==> config.mk <==
export PLATFORM = sky130hd
export DESIGN_NAME = lif_neuron_array_flat
export DESIGN_NICKNAME = d
export VERILOG_FILES = /design/src/rtl/lif_neuron_array_if.sv /design/src/rtl/lif_neuron_array.sv /design/src/flat_wrapper.sv
export SDC_FILE = /design/constraint.sdc
export NUM_CORES = 1
export LEC_CHECK = 0
export ABC_AREA = 1
export CORE_UTILIZATION = 55
export DETAILED_ROUTE_END_ITERATION = 6
export GPL_ROUTABILITY_DRIVEN = 0
export GPL_TIMING_DRIVEN = 0
export HOLD_SLACK_MARGIN = 0.03
export PLACE_DENSITY_LB_ADDON = 0.3
export SLEW_MARGIN = 20
export SYNTH_ARGS = -nofsm -noshare
export SYNTH_HDL_FRONTEND = slang
export SYNTH_SLANG_ARGS = --single-unit
==> constraint.sdc <==
create_clock -name clk -period 8.2 [get_ports clk]
set_input_delay 1.64 -clock clk [delete_from_list [all_inputs] [get_ports clk]]
set_output_delay 1.64 -clock clk [all_outputs]
set_load 0.1 [all_outputs]
==> src/rtl/lif_neuron_array_if.sv <==
// Update-request and result bus of the LIF neuron bank.
// The producer drives the request side and the bank drives the result side.
interface lif_neuron_array_if #(
   parameter int WIDTH = 8,
   parameter int IDX_W = 3,
   parameter int CNT_W = 16
);
   logic                    in_valid;
   logic [IDX_W-1:0]        in_idx;
   logic signed [WIDTH-1:0] in_sum_wx;
   logic [WIDTH-2:0]        theta;
   logic                    reset_mode;

   logic                    out_valid;
   logic [IDX_W-1:0]        out_idx;
   logic signed [WIDTH-1:0] out_u;
   logic                    out_spike;
   logic [CNT_W-1:0]        spike_count;

   modport master (
      output in_valid, in_idx, in_sum_wx, theta, reset_mode,
      input  out_valid, out_idx, out_u, out_spike, spike_count
   );

   modport slave (
      input  in_valid, in_idx, in_sum_wx, theta, reset_mode,
      output out_valid, out_idx, out_u, out_spike, spike_count
   );
endinterface

==> src/rtl/lif_neuron_array.sv <==
// Time-multiplexed bank of leaky integrate-and-fire neurons: one leak/integrate/fire
// update per valid beat, result registered one cycle later.
module lif_neuron_array #(
   parameter int WIDTH      = 8,
   parameter int N_NEURONS  = 8,
   parameter int IDX_W      = (N_NEURONS > 1) ? $clog2(N_NEURONS) : 1,
   parameter int BETA_SHIFT = 1,
   parameter int REFRACT    = 2,
   parameter int CNT_W      = 16
) (
   input logic               clk,
   input logic               reset,
   lif_neuron_array_if.slave bus
);
   localparam int RW = (REFRACT > 0) ? $clog2(REFRACT + 1) : 1;
   localparam logic signed [WIDTH-1:0] U_MAX = {1'b0, {(WIDTH-1){1'b1}}};
   localparam logic signed [WIDTH-1:0] U_MIN = {1'b1, {(WIDTH-1){1'b0}}};

   logic signed [WIDTH-1:0] u_q    [N_NEURONS];
   logic [RW-1:0]           refr_q [N_NEURONS];
   logic                    out_valid_q;
   logic [IDX_W-1:0]        out_idx_q;
   logic signed [WIDTH-1:0] out_u_q;
   logic                    out_spike_q;
   logic [CNT_W-1:0]        cnt_q;

   logic                    idx_ok;
   logic                    upd;
   logic [IDX_W-1:0]        idx;
   logic signed [WIDTH-1:0] cur_u;
   logic signed [WIDTH-1:0] bu;
   logic signed [WIDTH:0]   sum_ext;
   logic signed [WIDTH-1:0] acc;
   logic signed [WIDTH-1:0] theta_s;
   logic [RW-1:0]           cur_refr;
   logic signed [WIDTH-1:0] u_d;
   logic [RW-1:0]           refr_d;
   logic                    spike_d;
   logic [CNT_W-1:0]        cnt_d;

   // NOTE: every variable gets a default at the top of always_comb so no path infers a latch.
   always_comb begin
      idx_ok   = (int'(bus.in_idx) < N_NEURONS);
      upd      = bus.in_valid && idx_ok;
      idx      = idx_ok ? bus.in_idx : '0;
      cur_u    = u_q[idx];
      cur_refr = refr_q[idx];
      bu       = cur_u - (cur_u >>> BETA_SHIFT);
      sum_ext  = {bu[WIDTH-1], bu} + {bus.in_sum_wx[WIDTH-1], bus.in_sum_wx};
      // The two top bits disagree exactly when the WIDTH-bit result overflowed.
      if (sum_ext[WIDTH] != sum_ext[WIDTH-1]) begin
         acc = sum_ext[WIDTH] ? U_MIN : U_MAX;
      end else begin
         acc = sum_ext[WIDTH-1:0];
      end
      theta_s = {1'b0, bus.theta};
      spike_d = 1'b0;
      refr_d  = cur_refr;
      u_d     = acc;
      if (cur_refr != '0) begin
         u_d    = bu;
         refr_d = cur_refr - 1'b1;
      end else if (acc >= theta_s) begin
         spike_d = 1'b1;
         refr_d  = RW'(REFRACT);
         u_d     = bus.reset_mode ? '0 : acc - theta_s;
      end
      cnt_d = cnt_q;
      if (upd && spike_d && (cnt_q != '1)) begin
         cnt_d = cnt_q + 1'b1;
      end
   end

   // NOTE: the neuron arrays are cleared element by element because every membrane must read zero after reset.
   always_ff @(posedge clk) begin
      if (reset) begin
         for (int i = 0; i < N_NEURONS; i++) begin
            u_q[i]    <= '0;
            refr_q[i] <= '0;
         end
         out_valid_q <= 1'b0;
         out_idx_q   <= '0;
         out_u_q     <= '0;
         out_spike_q <= 1'b0;
         cnt_q       <= '0;
      end else begin
         out_valid_q <= upd;
         cnt_q       <= cnt_d;
         if (upd) begin
            u_q[idx]    <= u_d;
            refr_q[idx] <= refr_d;
            out_idx_q   <= idx;
            out_u_q     <= u_d;
            out_spike_q <= spike_d;
         end
      end
   end

   assign bus.out_valid   = out_valid_q;
   assign bus.out_idx     = out_idx_q;
   assign bus.out_u       = out_u_q;
   assign bus.out_spike   = out_spike_q;
   assign bus.spike_count = cnt_q;
endmodule
==> src/flat_wrapper.sv <==
// flat-port wrapper written by rule: the top's interface ports become plain ports
module lif_neuron_array_flat 
#(
   parameter int WIDTH      = 8,
   parameter int N_NEURONS  = 8,
   parameter int IDX_W      = (N_NEURONS > 1) ? $clog2(N_NEURONS) : 1,
   parameter int BETA_SHIFT = 1,
   parameter int REFRACT    = 2,
   parameter int CNT_W      = 16
)
  (clk, reset, bus_in_valid, bus_in_idx, bus_in_sum_wx, bus_theta, bus_reset_mode, bus_out_valid, bus_out_idx, bus_out_u, bus_out_spike, bus_spike_count);
  lif_neuron_array_if #(.WIDTH(WIDTH), .IDX_W(IDX_W), .CNT_W(CNT_W)) bus_i ();
  input logic clk;
  input logic reset;
  input wire logic [$bits(bus_i.in_valid)-1:0] bus_in_valid;
  input wire logic [$bits(bus_i.in_idx)-1:0] bus_in_idx;
  input wire logic [$bits(bus_i.in_sum_wx)-1:0] bus_in_sum_wx;
  input wire logic [$bits(bus_i.theta)-1:0] bus_theta;
  input wire logic [$bits(bus_i.reset_mode)-1:0] bus_reset_mode;
  output wire logic [$bits(bus_i.out_valid)-1:0] bus_out_valid;
  output wire logic [$bits(bus_i.out_idx)-1:0] bus_out_idx;
  output wire logic [$bits(bus_i.out_u)-1:0] bus_out_u;
  output wire logic [$bits(bus_i.out_spike)-1:0] bus_out_spike;
  output wire logic [$bits(bus_i.spike_count)-1:0] bus_spike_count;
  assign bus_i.in_valid = bus_in_valid;
  assign bus_i.in_idx = bus_in_idx;
  assign bus_i.in_sum_wx = bus_in_sum_wx;
  assign bus_i.theta = bus_theta;
  assign bus_i.reset_mode = bus_reset_mode;
  assign bus_out_valid = bus_i.out_valid;
  assign bus_out_idx = bus_i.out_idx;
  assign bus_out_u = bus_i.out_u;
  assign bus_out_spike = bus_i.out_spike;
  assign bus_spike_count = bus_i.spike_count;
  lif_neuron_array #(.WIDTH(WIDTH), .N_NEURONS(N_NEURONS), .IDX_W(IDX_W), .BETA_SHIFT(BETA_SHIFT), .REFRACT(REFRACT), .CNT_W(CNT_W)) u_core (.clk(clk), .reset(reset), .bus(bus_i));
endmodule
; ---- Yosys cells after proc, flatten, opt, wreduce, memory -nomap -nowiden
; Memories as Yosys holds them, arrays and structs flattened.
; Cells that the tools add are included.
[word_totals]
register_bits = 29
mem_bits_rw = 80
in_bits = 22
word_cells = 40
mem_count = 2
[classes]
addsub = 5
magnitude_cmp = 1
eq_ne = 2
n_mux = 20
n_reduce_logical = 5
[memory_table]
columns = memory, words, word_bits, rd, rd_ports_with_merged_regs, write_ports, line
row1 = u_core.u_q, 8, 8, 1, 0, 8, lif_neuron_array.sv:19  ; logic signed [WIDTH-1:0] u_q [N_NEURONS];
row2 = u_core.refr_q, 8, 2, 1, 0, 8, lif_neuron_array.sv:20  ; logic [RW-1:0] refr_q [N_NEURONS];
[ops]
columns = operator, n
row1 = $mux W8, 6
row2 = $add A16 B1 Y16 const B, 1
row3 = $ne A16 B16 Y1 const B, 1
row4 = $sub A8 B7 Y8, 2
row5 = $add A8 B8 Y9, 1
row6 = $mux W1, 9
row7 = $ge A8 B8 Y1, 1
row8 = $reduce_or A8 Y1, 1
row9 = $mux W2, 3
row10 = $mux W3, 2
row11 = $logic_and A1 B1 Y1, 2
row12 = $reduce_bool A2 Y1, 1
row13 = $reduce_or A2 Y1, 1
row14 = $sub A2 B1 Y2 const B, 1
row15 = $ne A1 B1 Y1, 1

; ---- Depth between registers and ports, before layout
; An unclocked memory read counts as a cell.
[depth]
ltp_word = 10
mapped_depth = 45
ltp_nobuf = 43

; ---- Worst setup path after synthesis
; OpenSTA, ideal clock, no wires.
[synth_timing]
path_type = input to register
start = input bus_in_idx[1]
end = memory u_core.u_q[3][7] (data pin)
setup_time_ns = 0.266
arrival_time_ns = 7.224
slack_ns = 0.710
path_stages = 39
n_path_buf = 2
cell_sequence = buf_2 inv_2 nand3_1 clkinv_1 a22o_1 a221oi_1 nand4_1 inv_1 ha_1 inv_1 fa_1 a31o_2 xor2_1 inv_1 ha_1 a21oi_1 nand2_1 nand2_1 (+3 left out) inv_1 ha_1 or2_2 nand2_1 ha_1 inv_1 fa_1 nand2_1 nand2_1 nand2_1 nand2_1 nand2_1 nand2_2 buf_2 nand3_1 nand2_1 a21boi_2 nor2_1
[synth_rtl]
columns = element, line
row1 = start: declaration, flat_wrapper.sv:16  ; input wire logic [$bits(bus_i.in_idx)-1:0] bus_in_idx;
row2 = end: declaration, lif_neuron_array.sv:19

==> results by group <==
Die
  – Row count: 38
  – Die Span Y: 108 um
  – Initial core utilization: 56.7%
  – Core area: 10800 um^2
  – Io pins: 51
  – Die width: 108 um
  – Die Area: 11600 um^2

Detailed routing
  – Remaining antenna violation count: 0
  – Routed WL per cell: 16.5 um
  – Initial DRC count: 522
  – Drt total wl: 15.4 mm
  – Vias per Instance: 5.70
  – DRC viols: 0
  – Via Count: 5325
  – Pre-Repair DR Iteration Count: 5

Finish
  – Most frequent cells in the layout: nand2_1 (171), nor2_1 (120), edfxtp_1 (80)
  – Storage element area: 2980 um^2
  – Area occupied by multi-input gates: 2870 um^2
  – Final Util: 65.4%
  – # diodes: 0
  – Commonest non-fill, non-tap cell in the layout: nand2_1
  – Final Non-Filler Cells: 934
  – Layout net count: 839
  – Fraction of layout cells with a size suffix above 1: 8.94%
  – Fill count: 904
  – Layout Cell Area excl Fill: 7090 um^2
  – P&R area growth vs syn: 15.4%

Outcome
  – Run status: finished, final reports clean

Synthesis
  – Number of synthesized flops with an enable pin: 80
  – Synth top area cells: edfxtp_1 (39%), nand2_1 (11%), dfxtp_1 (9.4%)
  – Cell taking the most area after synthesis: edfxtp_1
  – Synth Flop Type: edfxtp_1
  – Yosys warnings: 0
  – Register area share after synthesis: 48.5%
  – Share of the synthesized area in the top cell type: 39.1%
  – Ys async rst share: 0%
  – Count of cell types in the netlist: 40
  – Syn nets: 779
  – Synth Register Bits: 109
  – Synthesized cell area: 6150 um^2
  – Cell count after synthesis: 729
  – Syn_area_per_cell: 8.43 um^2

Place
  – IO Port Bufs: 46
  – Placed cells: 915
  – Dpl hpwl: 10.9 mm
  – Placed Instance Area: 6780 um^2

Global route
  – First-pass GRT wire length: 23.8 mm
  – Largest net degree at the start of global routing: 17
  – Vias in the first global route: 4931
  – GR Overflow Total: 0
  – GRT Total Usage: 27.0%
  – Initial antenna violation count: 0

Timing
  – Hold Vio Cnt, Final: 0
  – Crit share post-route: 95.6%
  – Max_slew headroom: 34.2%
  – Setup-failing EPs final: 0
  – Worst slew pin tran: 0.984 ns
  – Max Slew Vio Count: 0
  – F_max: 128 MHz
  – Setup Skew: 0.0109 ns
  – Post-route minimum period: 7.84 ns

Pwr
  – Pwr/cell area: 356 nW/um^2
  – Worst VDD drop: 0.279 mV
  – Leak: 2.97 nW
  – Total power: 0.00252 W

Clocking
  – Insertion delay to the later sink of the worst-skew pair: 0.38 ns
  – H-tree levels: 3
  – Hold buffer count at cts: 0
  – Num CTS Buffers: 9
  – CTS Sinks: 109
  – CTS tree: done
  – CTS Root Cell: clkbuf_8
  – CTS max path bufs: 2
  – Worst-path clk slew: 0.10 ns

Critical path
  – RR Startpoint: u_core.u_q[5][1]$_SDFFCE_PN0P_
  – Flop-to-flop setup slack: 1.83 ns
  – Critical Path End Type: flop
  – Worst R2R End: u_core.u_q[1][3]$_SDFFCE_PN0P_
  – Worst EP required: 8.31 ns
  – Worst Reg-to-Reg Cells: 36
  – Setup crit start kind: input pin
  – Slowest stage cell, crit path: fa_2
  – Top cell by count, worst path: nand2_1
  – Crit path max fanout: 10
  – CP Class: input pin to flop
  – Worst Path Arrival: 7.95 ns
  – CP max stage delay: 0.38 ns

Run
  – Maxcap violations: 0

Hold path
  – Hold crit path type: flop to flop
  – Hold Path Depth: 2
  – Hold path start: u_core.bus.out_spike$_SDFFE_PP0P_
  – Hold Path End: u_core.bus.out_spike$_SDFFE_PP0P_
==> logic make-up after synthesis <==
group                      synth area share (%)
and+or+nand+nor                            26.2
DFF                                        48.5
buffers and inverters                      6.66
AOI/OAI and AO/OA                          9.96
adders and majority gates                  6.07
xor gates and xnor gates                   2.57
==> per-layer routing <==
metal	vias to the layer above	part of all wire [%]	track usage [%]	wire, um
met5	-	0	0	0
met4	0	1.6	9.00	242
met3	21	7.0	4.06	1080
met2	222	49	45.5	7620
met1	2527	42	35.4	6460
li1	2555	-	-	-
==> per-stage QoR <==
step | hold slack, ns | setup TNS (ns) | setup slack, ns
after global placement | 0.468 | -65.35 | -0.880
after floorplan | 0.847 | 0 | 0.710
after global routing | 0.530 | -0.108 | -0.0247
after CTS | 0.497 | 0 | 0.0158
final | 0.501 | 0 | 0.359
after detailed placement | 0.482 | -79.56 | -1.05
==> critical path, delay by kind of cell <==
| kind | cells | cell delay (ns) |
|---|---|---|
| buffers and inverters | 9 | 1.16 |
| and+or+nand+nor | 20 | 2.75 |
| adders and majority gates | 5 | 1.41 |
| AOI/OAI and AO/OA | 5 | 0.81 |
| xor gates and xnor gates | 1 | 0.16 |
==> synthesized netlist by cell type, types with 2 or more instances <==
library cell  count
xnor2_1           8
clkbuf_1         14
buf_6             2
nor2_8            2
fa_1              3
inv_2             3
xor2_1           10
nor3_1            2
edfxtp_1         80
ha_1             25
a22o_1           13
nor4_1            2
clkinv_1          5
a21boi_2          2
dfxtp_1          29
nand3b_1          2
nand3_1          41
nor2_1          120
a221oi_1          8
o21ai_0          14
a21oi_1          49
buf_4             2
nand2_1         174
nand2_2           7
nor3_2            2
a22oi_1           4
inv_1            69
nand4_1          17
or2_2             5
buf_2             5
==> final cells by class <==
| class | instances | area share [%] |
|---|---|---|
| Tap cell | 140 | 2.47 |
| Clock inverter | 4 | 0.353 |
| Inverter | 77 | 4.29 |
| Clock buffer | 12 | 1.90 |
| Multi-Input combinational cell | 519 | 40.5 |
| Sequential cell | 109 | 42.0 |
| Timing Repair Buffer | 49 | 6.74 |
| Buffer | 24 | 1.73 |
==> flip-flops by register name, indices dropped and copies added (netlist names) <==
| name | count |
|---|---|
| u_core.u_q | 64 |
| u_core.bus.spike_count | 16 |
| u_core.refr_q | 16 |
| u_core.bus.out_u | 8 |
| u_core.bus.out_idx | 3 |
| u_core.bus.out_spike | 1 |
| u_core.bus.out_valid | 1 |
==> worst max path at each step <==
stage | startpoint | endpoint | slack, ns | depth (start not counted)
6_report | bus_in_idx[0] | u_core.u_q[1][3]$_SDFFCE_PN0P_ | 0.36 | 40
5_1_grt | bus_in_idx[0] | u_core.u_q[4][7]$_SDFFCE_PN0P_ | -0.02 | 40
4_1_cts | bus_in_idx[0] | u_core.u_q[6][7]$_SDFFCE_PN0P_ | 0.02 | 38
3_5_place_dp | bus_in_idx[0] | u_core.u_q[1][3]$_SDFFCE_PN0P_ | -1.05 | 39
3_3_place_gp | bus_in_idx[0] | u_core.u_q[1][5]$_SDFFCE_PN0P_ | -0.88 | 39
2_1_floorplan | bus_in_idx[1] | u_core.u_q[3][7]$_SDFFCE_PN0P_ | 0.71 | 39
==> power by group <==
| group | total (W) | internal [W] | switching (W) | leakage, nW |
|---|---|---|---|---|
| combinational | 0.00157 | 0.000477 | 0.00109 | 1.83 |
| sequential | 0.000668 | 0.000642 | 0.0000259 | 1.07 |
| clock | 0.000286 | 0.000110 | 0.000176 | 0.0780 |
==> timing repair <==
item	CTS	global route
resized for setup	16	18
pin swaps	2	2
setup endpoints to repair	97	95
setup buffers	1	2
Power figures use the tool's default switching activity.
